===== src/rtl/wb_pipelined_regfile_if.sv =====
// Wishbone B4 pipelined-mode bus bundle for wb_pipelined_regfile.
// Signal names are from the slave's point of view.
interface wb_pipelined_regfile_if #(
    parameter int ADDR_WIDTH = 4,
    parameter int DATA_WIDTH = 32,
    parameter int SEL_WIDTH  = 4
);
    logic                  cyc_i;
    logic                  stb_i;
    logic                  we_i;
    logic [ADDR_WIDTH-1:0] adr_i;
    logic [DATA_WIDTH-1:0] dat_i;
    logic [SEL_WIDTH-1:0]  sel_i;
    logic [DATA_WIDTH-1:0] dat_o;
    logic                  ack_o;
    logic                  err_o;
    logic                  stall_o;

    modport slave (
        input  cyc_i, stb_i, we_i, adr_i, dat_i, sel_i,
        output dat_o, ack_o, err_o, stall_o
    );

    modport master (
        output cyc_i, stb_i, we_i, adr_i, dat_i, sel_i,
        input  dat_o, ack_o, err_o, stall_o
    );
endinterface


===== src/rtl/wb_pipelined_regfile.sv =====
// Wishbone B4 pipelined slave register file with fixed response latency,
// outstanding-request limit, byte-lane writes and error decode.
module wb_pipelined_regfile #(
    parameter int                      ADDR_WIDTH      = 4,
    parameter int                      DATA_WIDTH      = 32,
    parameter int                      GRANULE         = 8,
    parameter int                      REGISTER_NUM    = 16,
    parameter int                      LATENCY         = 2,
    parameter int                      MAX_OUTSTANDING = 2,
    parameter logic [REGISTER_NUM-1:0] RO_MASK         = '0
) (
    input  logic                   clk_i,
    input  logic                   rst_i,
    wb_pipelined_regfile_if.slave  bus
);

    localparam int SEL_WIDTH = DATA_WIDTH / GRANULE;
    localparam int DEPTH     = 1 << ADDR_WIDTH;
    localparam int CNT_W     = $clog2(MAX_OUTSTANDING + 1);

    localparam logic [ADDR_WIDTH:0] REG_LIMIT = (ADDR_WIDTH + 1)'(REGISTER_NUM);
    localparam logic [DEPTH-1:0]    RO_FULL   = DEPTH'(RO_MASK);
    localparam logic [CNT_W-1:0]    CNT_MAX   = CNT_W'(MAX_OUTSTANDING);

    typedef struct packed {
        logic                  valid;
        logic                  err;
        logic [DATA_WIDTH-1:0] data;
    } resp_t;

    logic [DATA_WIDTH-1:0] regs_q [REGISTER_NUM];
    resp_t                 resp_q [LATENCY];
    resp_t                 resp_d [LATENCY];
    logic [CNT_W-1:0]      count_q, count_d;

    logic                  emit, stall, accept, ack, req_err, wr_ok;
    logic [DATA_WIDTH-1:0] rd_data, lane_mask;

    // The tail stage is the response on the bus; dropping cyc_i suppresses it at once.
    assign emit   = bus.cyc_i & resp_q[LATENCY-1].valid;
    assign stall  = bus.cyc_i & (count_q == CNT_MAX) & ~emit;
    assign accept = bus.cyc_i & bus.stb_i & ~stall;
    assign ack    = emit & ~resp_q[LATENCY-1].err;

    assign bus.stall_o = stall;
    assign bus.ack_o   = ack;
    assign bus.err_o   = emit & resp_q[LATENCY-1].err;
    assign bus.dat_o   = ack ? resp_q[LATENCY-1].data : '0;

    // NOTE: every signal driven in always_comb gets a value on all paths first, so no latch is inferred.
    always_comb begin
        req_err   = ({1'b0, bus.adr_i} >= REG_LIMIT) | (bus.we_i & RO_FULL[bus.adr_i]);
        rd_data   = '0;
        lane_mask = '0;
        for (int i = 0; i < REGISTER_NUM; i++) begin
            if (bus.adr_i == ADDR_WIDTH'(i)) rd_data = regs_q[i];
        end
        for (int k = 0; k < SEL_WIDTH; k++) begin
            lane_mask[k*GRANULE +: GRANULE] = {GRANULE{bus.sel_i[k]}};
        end
    end

    assign wr_ok = accept & bus.we_i & ~req_err;

    // Read data is captured at accept, so only successful reads carry a non-zero payload.
    always_comb begin
        resp_d[0] = '{valid: accept,
                      err:   accept & req_err,
                      data:  (accept & ~bus.we_i & ~req_err) ? rd_data : '0};
        for (int i = 1; i < LATENCY; i++) begin
            resp_d[i] = resp_q[i-1];
        end
        if (!bus.cyc_i) begin
            for (int i = 0; i < LATENCY; i++) begin
                resp_d[i] = '0;
            end
        end
    end

    always_comb begin
        count_d = count_q;
        if (!bus.cyc_i) begin
            count_d = '0;
        end else if (accept && !emit) begin
            count_d = count_q + CNT_W'(1);
        end else if (emit && !accept) begin
            count_d = count_q - CNT_W'(1);
        end
    end

    // NOTE: state registers use non-blocking assignments so every flop samples pre-edge values.
    always_ff @(posedge clk_i or negedge rst_i) begin
        if (!rst_i) begin
            count_q <= '0;
            for (int i = 0; i < LATENCY; i++) begin
                resp_q[i] <= '0;
            end
            // NOTE: the register file is reset because software relies on it reading zero after reset.
            for (int i = 0; i < REGISTER_NUM; i++) begin
                regs_q[i] <= '0;
            end
        end else begin
            count_q <= count_d;
            for (int i = 0; i < LATENCY; i++) begin
                resp_q[i] <= resp_d[i];
            end
            for (int i = 0; i < REGISTER_NUM; i++) begin
                if (wr_ok && bus.adr_i == ADDR_WIDTH'(i)) begin
                    regs_q[i] <= (regs_q[i] & ~lane_mask) | (bus.dat_i & lane_mask);
                end
            end
        end
    end

endmodule


===== src/flat_wrapper.sv =====
// flat-port wrapper written by rule: the top's interface ports become plain ports
module wb_pipelined_regfile_flat 
#(
    parameter int                      ADDR_WIDTH      = 4,
    parameter int                      DATA_WIDTH      = 32,
    parameter int                      GRANULE         = 8,
    parameter int                      REGISTER_NUM    = 16,
    parameter int                      LATENCY         = 2,
    parameter int                      MAX_OUTSTANDING = 2,
    parameter logic [REGISTER_NUM-1:0] RO_MASK         = '0
)
  (clk_i, rst_i, bus_cyc_i, bus_stb_i, bus_we_i, bus_adr_i, bus_dat_i, bus_sel_i, bus_dat_o, bus_ack_o, bus_err_o, bus_stall_o);
  wb_pipelined_regfile_if #(.ADDR_WIDTH(ADDR_WIDTH), .DATA_WIDTH(DATA_WIDTH), .SEL_WIDTH((4))) bus_i ();
  input  logic clk_i;
  input  logic rst_i;
  input wire logic [$bits(bus_i.cyc_i)-1:0] bus_cyc_i;
  input wire logic [$bits(bus_i.stb_i)-1:0] bus_stb_i;
  input wire logic [$bits(bus_i.we_i)-1:0] bus_we_i;
  input wire logic [$bits(bus_i.adr_i)-1:0] bus_adr_i;
  input wire logic [$bits(bus_i.dat_i)-1:0] bus_dat_i;
  input wire logic [$bits(bus_i.sel_i)-1:0] bus_sel_i;
  output wire logic [$bits(bus_i.dat_o)-1:0] bus_dat_o;
  output wire logic [$bits(bus_i.ack_o)-1:0] bus_ack_o;
  output wire logic [$bits(bus_i.err_o)-1:0] bus_err_o;
  output wire logic [$bits(bus_i.stall_o)-1:0] bus_stall_o;
  assign bus_i.cyc_i = bus_cyc_i;
  assign bus_i.stb_i = bus_stb_i;
  assign bus_i.we_i = bus_we_i;
  assign bus_i.adr_i = bus_adr_i;
  assign bus_i.dat_i = bus_dat_i;
  assign bus_i.sel_i = bus_sel_i;
  assign bus_dat_o = bus_i.dat_o;
  assign bus_ack_o = bus_i.ack_o;
  assign bus_err_o = bus_i.err_o;
  assign bus_stall_o = bus_i.stall_o;
  wb_pipelined_regfile #(.ADDR_WIDTH(ADDR_WIDTH), .DATA_WIDTH(DATA_WIDTH), .GRANULE(GRANULE), .REGISTER_NUM(REGISTER_NUM), .LATENCY(LATENCY), .MAX_OUTSTANDING(MAX_OUTSTANDING), .RO_MASK(RO_MASK)) u_core (.clk_i(clk_i), .rst_i(rst_i), .bus(bus_i));
endmodule

===== config.mk =====
export PLATFORM = sky130hd
export DESIGN_NAME = wb_pipelined_regfile_flat
export DESIGN_NICKNAME = d
export VERILOG_FILES = /design/src/rtl/wb_pipelined_regfile_if.sv /design/src/rtl/wb_pipelined_regfile.sv /design/src/flat_wrapper.sv
export SDC_FILE = /design/constraint.sdc
export NUM_CORES = 1
export LEC_CHECK = 0
export BUFFER_PORTS_ARGS = -buffer_cell sky130_fd_sc_hd__buf_2
export CELL_PAD_IN_SITES_DETAIL_PLACEMENT = 2
export CELL_PAD_IN_SITES_GLOBAL_PLACEMENT = 2
export CORE_AREA = 5 5 247 297
export CTS_CLUSTER_DIAMETER = 150
export DETAILED_ROUTE_END_ITERATION = 6
export DIE_AREA = 0 0 252 302
export GPL_TIMING_DRIVEN = 0
export PLACE_DENSITY = 0.72
export SETUP_SLACK_MARGIN = 0.2
export SLEW_MARGIN = 30
export SYNTH_ARGS = -nofsm -noshare
export SYNTH_HDL_FRONTEND = slang
export SYNTH_SLANG_ARGS = --single-unit

===== constraint.sdc =====
create_clock -name clk_i -period 3.3 [get_ports clk_i]
set_clock_uncertainty 0.1 [all_clocks]
set_input_delay 0.165 -clock clk_i [delete_from_list [all_inputs] [get_ports clk_i]]
set_output_delay 0.165 -clock clk_i [all_outputs]
set_load 0.005 [all_outputs]

==> summary.md <==
| Metric | Value |
|---|---|
| Critical path class | `reg -> reg` |
| Post-synth net total | `about 2.2k` |
| Layout cell share with drive strength beyond 1 | `a little under two fifths` |
| Most used DFF post-synth | `dfrtp_1` |
| Worst reg2reg path startpoint | `u_core.count_q[1]` |
| Top cells by area, synth | `dfrtp_1 52%, mux2_2 18%, mux2_4 3.5%, mux2i_1 2.5%, a21oi_1 2.1%` |
| Die ar. | `76,100 µm²` |
| Final ANT Viol Nets | `0` |
| VDD IR-drop max | `0.319 mV` |
| Worst-Skew Late Latency | `between 0.6 and 0.7 ns` |
| DP HPWL | `roughly 83,000 µm` |
| Power per cell area | `roughly 540 nW/µm²` |
| Fillcell total | `approximately 7k` |
| Failing checks | `negative hold slack` |
| Leak | `15.0 nW` |
| Critical path launch point type | `register` |
| Row count | `about 110` |
| Mux cell area share after synthesis | `around a quarter` |
| Die Y | `~300 µm` |
| CP max FO | `10` |
| Final setup fails | `0` |
| Seq/Total Area, Yosys | `between 50% and 60%` |
| Max H-tree Level | `2` |
| Layout Nets | `~2.4k` |
| Reg clk slew, reported paths | `0.06 ns` |
| Fin. Hold Viols | `1` |
| Fin Hold WS | `-0.00278 ns` |
| Slew margin rel. | `a little under a quarter` |
| FF-to-FF End | `u_core.resp_q[55]` |
| Synth top area share | `a little over half` |
| Drt pass-1 iters | `5` |
| RSZ-0062 raised after global routing | `false` |
| R2r setup slk | `about 0.35 ns` |
| Multi-input gate area | `roughly 12,000 µm²` |
| Run status | `finished with violations` |
| Grt ovf | `0` |
| Synth Instances | `2,167` |
| Clk buf depth | `3` |
| Min-Delay Path Class | `in -> reg` |
| Worst setup EP type | `register` |
| Tmin final | `between 2 and 3 ns` |
| Worst slew pin tran | `around 1.1 ns` |
| Post-synthesis simple-gate area fraction | `between 8 and 9%` |
| Netlist Area Pre-Place | `27,700 µm²` |
| First-pass GRT wire length | `~170,000 µm` |
| EDFF count, synth | `0` |
| Hold Path Sink | `u_core.count_q[0]` |
| Yosys Warn Count | `0` |
| DR vias/cell | `~6.3` |
| Worst Reg-to-Reg Cells | `7` |
| Max-slew violations | `0` |
| Setup_tns | `0 ns` |
| Finished Core Util | `a little under half` |
| Adder-Cell Fraction of Synth Area | `0%` |
| I/O Buffers | `73` |
| Register area | `14,500 µm²` |
| Max Clk Rate | `roughly 340 MHz` |
| #FFs+latches synth | `580` |
| Clk sinks | `580` |
| Total CTS buffers | `61` |
| Maximum capacitance violations | `0` |
| Largest family of logic cells by synthesized area | `multiplexers` |
| Starting Density | `between 30% and 40%` |
| Async set or reset register ratio after synthesis | `100%` |
| Compound-cell area share of the yosys netlist | `roughly 10%` |
| Min-Delay Path Depth | `3` |
| Post-synth cell types | `80` |
| Vias | `~21k` |
| Hold Crit Start | `bus_cyc_i` |
| Synth area leader | `dfrtp_1` |
| Pin count of the biggest net entering global routing | `between 80 and 90` |
| First DRT Iteration DRCs | `about 1.9k` |
| Crit share post-route | `between 80% and 90%` |
| CTS tree | `yes` |
| Gr usage total | `a little under a third` |
| Drt drc | `0` |
| RD Place Congestion | `around 0.93` |
| Worst Path Arrival | `3.32 ns` |
| I/O pin cnt | `80` |
| Post-Synth XOR/XNOR Area | `less than 1%` |
| Area Overhead vs Synth | `15.5%` |
| Post-DR wirelength/cell | `approximately 37 µm` |
| Clock Tree Root | `clkbuf_16` |
| Average instance area after synthesis | `12.8 µm²` |
| Total wire length | `between 100,000 and 150,000 µm` |
| Initial antenna violation count | `12` |
| Die Width | `approximately 250 µm` |
| Core ar. | `70,300 µm²` |
| CP Data Required Time | `3.67 ns` |
| Vias in the first global route | `between 20k and 25k` |
-- cell usage after synthesis (32+ instances only) --
master    count
mux2_2      448
nor2_1       68
and2_1       40
mux2_4       64
buf_2        39
clkbuf_1     80
mux2i_1      68
dfrtp_1     580
a21oi_1     118
o22ai_1      36
nor2_2       33
and3_1       32
nand2_1      77
o21ai_0      83
-- cell families after synthesis --
logic type / Yosys count
xor gates and xnor gates: 1
buffers and inverters: 167
AOI/OAI and AO/OA: 436
other: 1
muxes: 602
and+or+nand+nor: 380
DFF: 580
-- through the flow --
| stage | instance area, µm² | std cells | worst slack, ns | power (mW) |
|---|---|---|---|---|
| 6_report | 31900 | 3332 | 0.348 | 17.2 |
| 5_1_grt | 31900 | 3327 | 0.357 | 17.8 |
| 4_1_cts | 31900 | 3327 | 0.469 | 17.3 |
| 3_5_place_dp | 29500 | 3178 | -0.107 | 10.1 |
| 3_3_place_gp | 29200 | 3166 | -10.17 | 9.96 |
| 2_1_floorplan | 27700 | 2167 | 1.34 | 9.10 |
-- cell usage in the layout, fill, tap and decap left out, types with 22 or more instances in the layout --
master and n:
nand2_1 77, clkbuf_2 24, o22ai_1 36, a221oi_1 27
clkbuf_1 67, nor2_2 34, buf_4 22, a31oi_1 26
dfrtp_1 580, mux2i_1 68, dlygate4sd3_1 36, and3_1 32
a21oi_1 118, buf_2 113, o21ai_0 83, mux2_2 448
nor2_1 66, clkbuf_16 63, mux2_4 64, and2_1 40
-- worst max-delay path: stages (launching register included) --
cell      delay, ns
dfrtp_1        0.41
nor3b_1        0.20
or3_1          0.37
clkbuf_1       0.28
clkbuf_2       0.50
a21oi_1        0.25
o21ai_0        0.11
a21oi_1        0.53
-- worst max path at each step --
stage	start	slack (ns)	to	cells past startpoint
3_3_place_gp	rst_i	-10.17	u_core.resp_q[50]	1
2_1_floorplan	u_core.count_q[0]	1.34	register	6
5_1_grt	bus_stb_i	0.36	u_core.resp_q[64]	9
3_5_place_dp	bus_adr_i[3]	-0.11	u_core.resp_q[52]	8
4_1_cts	bus_stb_i	0.47	u_core.resp_q[64]	9
6_report	u_core.count_q[1]	0.35	u_core.resp_q[55]	7
-- layout make-up --
type	count	share of cell area [%]
inverters	13	0.153
multi-input cells	1420	38.7
clock buffers	91	5.76
well taps	926	3.63
clock inverters	22	0.631
flip-flops and latches	580	45.4
repair buffers	122	3.20
diodes	5	0.0392
plain buffers	153	2.50
-- power by group --
part	internal, mW	switching, mW	total, mW
combinational	0.824	1.31	2.14
clock	4.08	3.07	7.15
sequential	7.63	0.333	7.97
total	12.5	4.72	17.2
-- what timing repair did --
action | 4_1_cts | 5_1_grt
endpoints found under the hold margin | 453 | 0
setup endpoints to repair | 2 | 0
setup buffers | 0 | 0
hold buffers | 37 | 0
resized for setup | 0 | 0
-- per-layer routing --
metal | track usage, % | vias up | wire length (µm)
li1 | - | 8317 | -
met1 | 38.9 | 11200 | 47300
met2 | 52.3 | 961 | 58000
met3 | 5.84 | 405 | 8630
met4 | 20.3 | 4 | 9680
met5 | 0 | - | 26
Power figures use the tool's default switching activity.
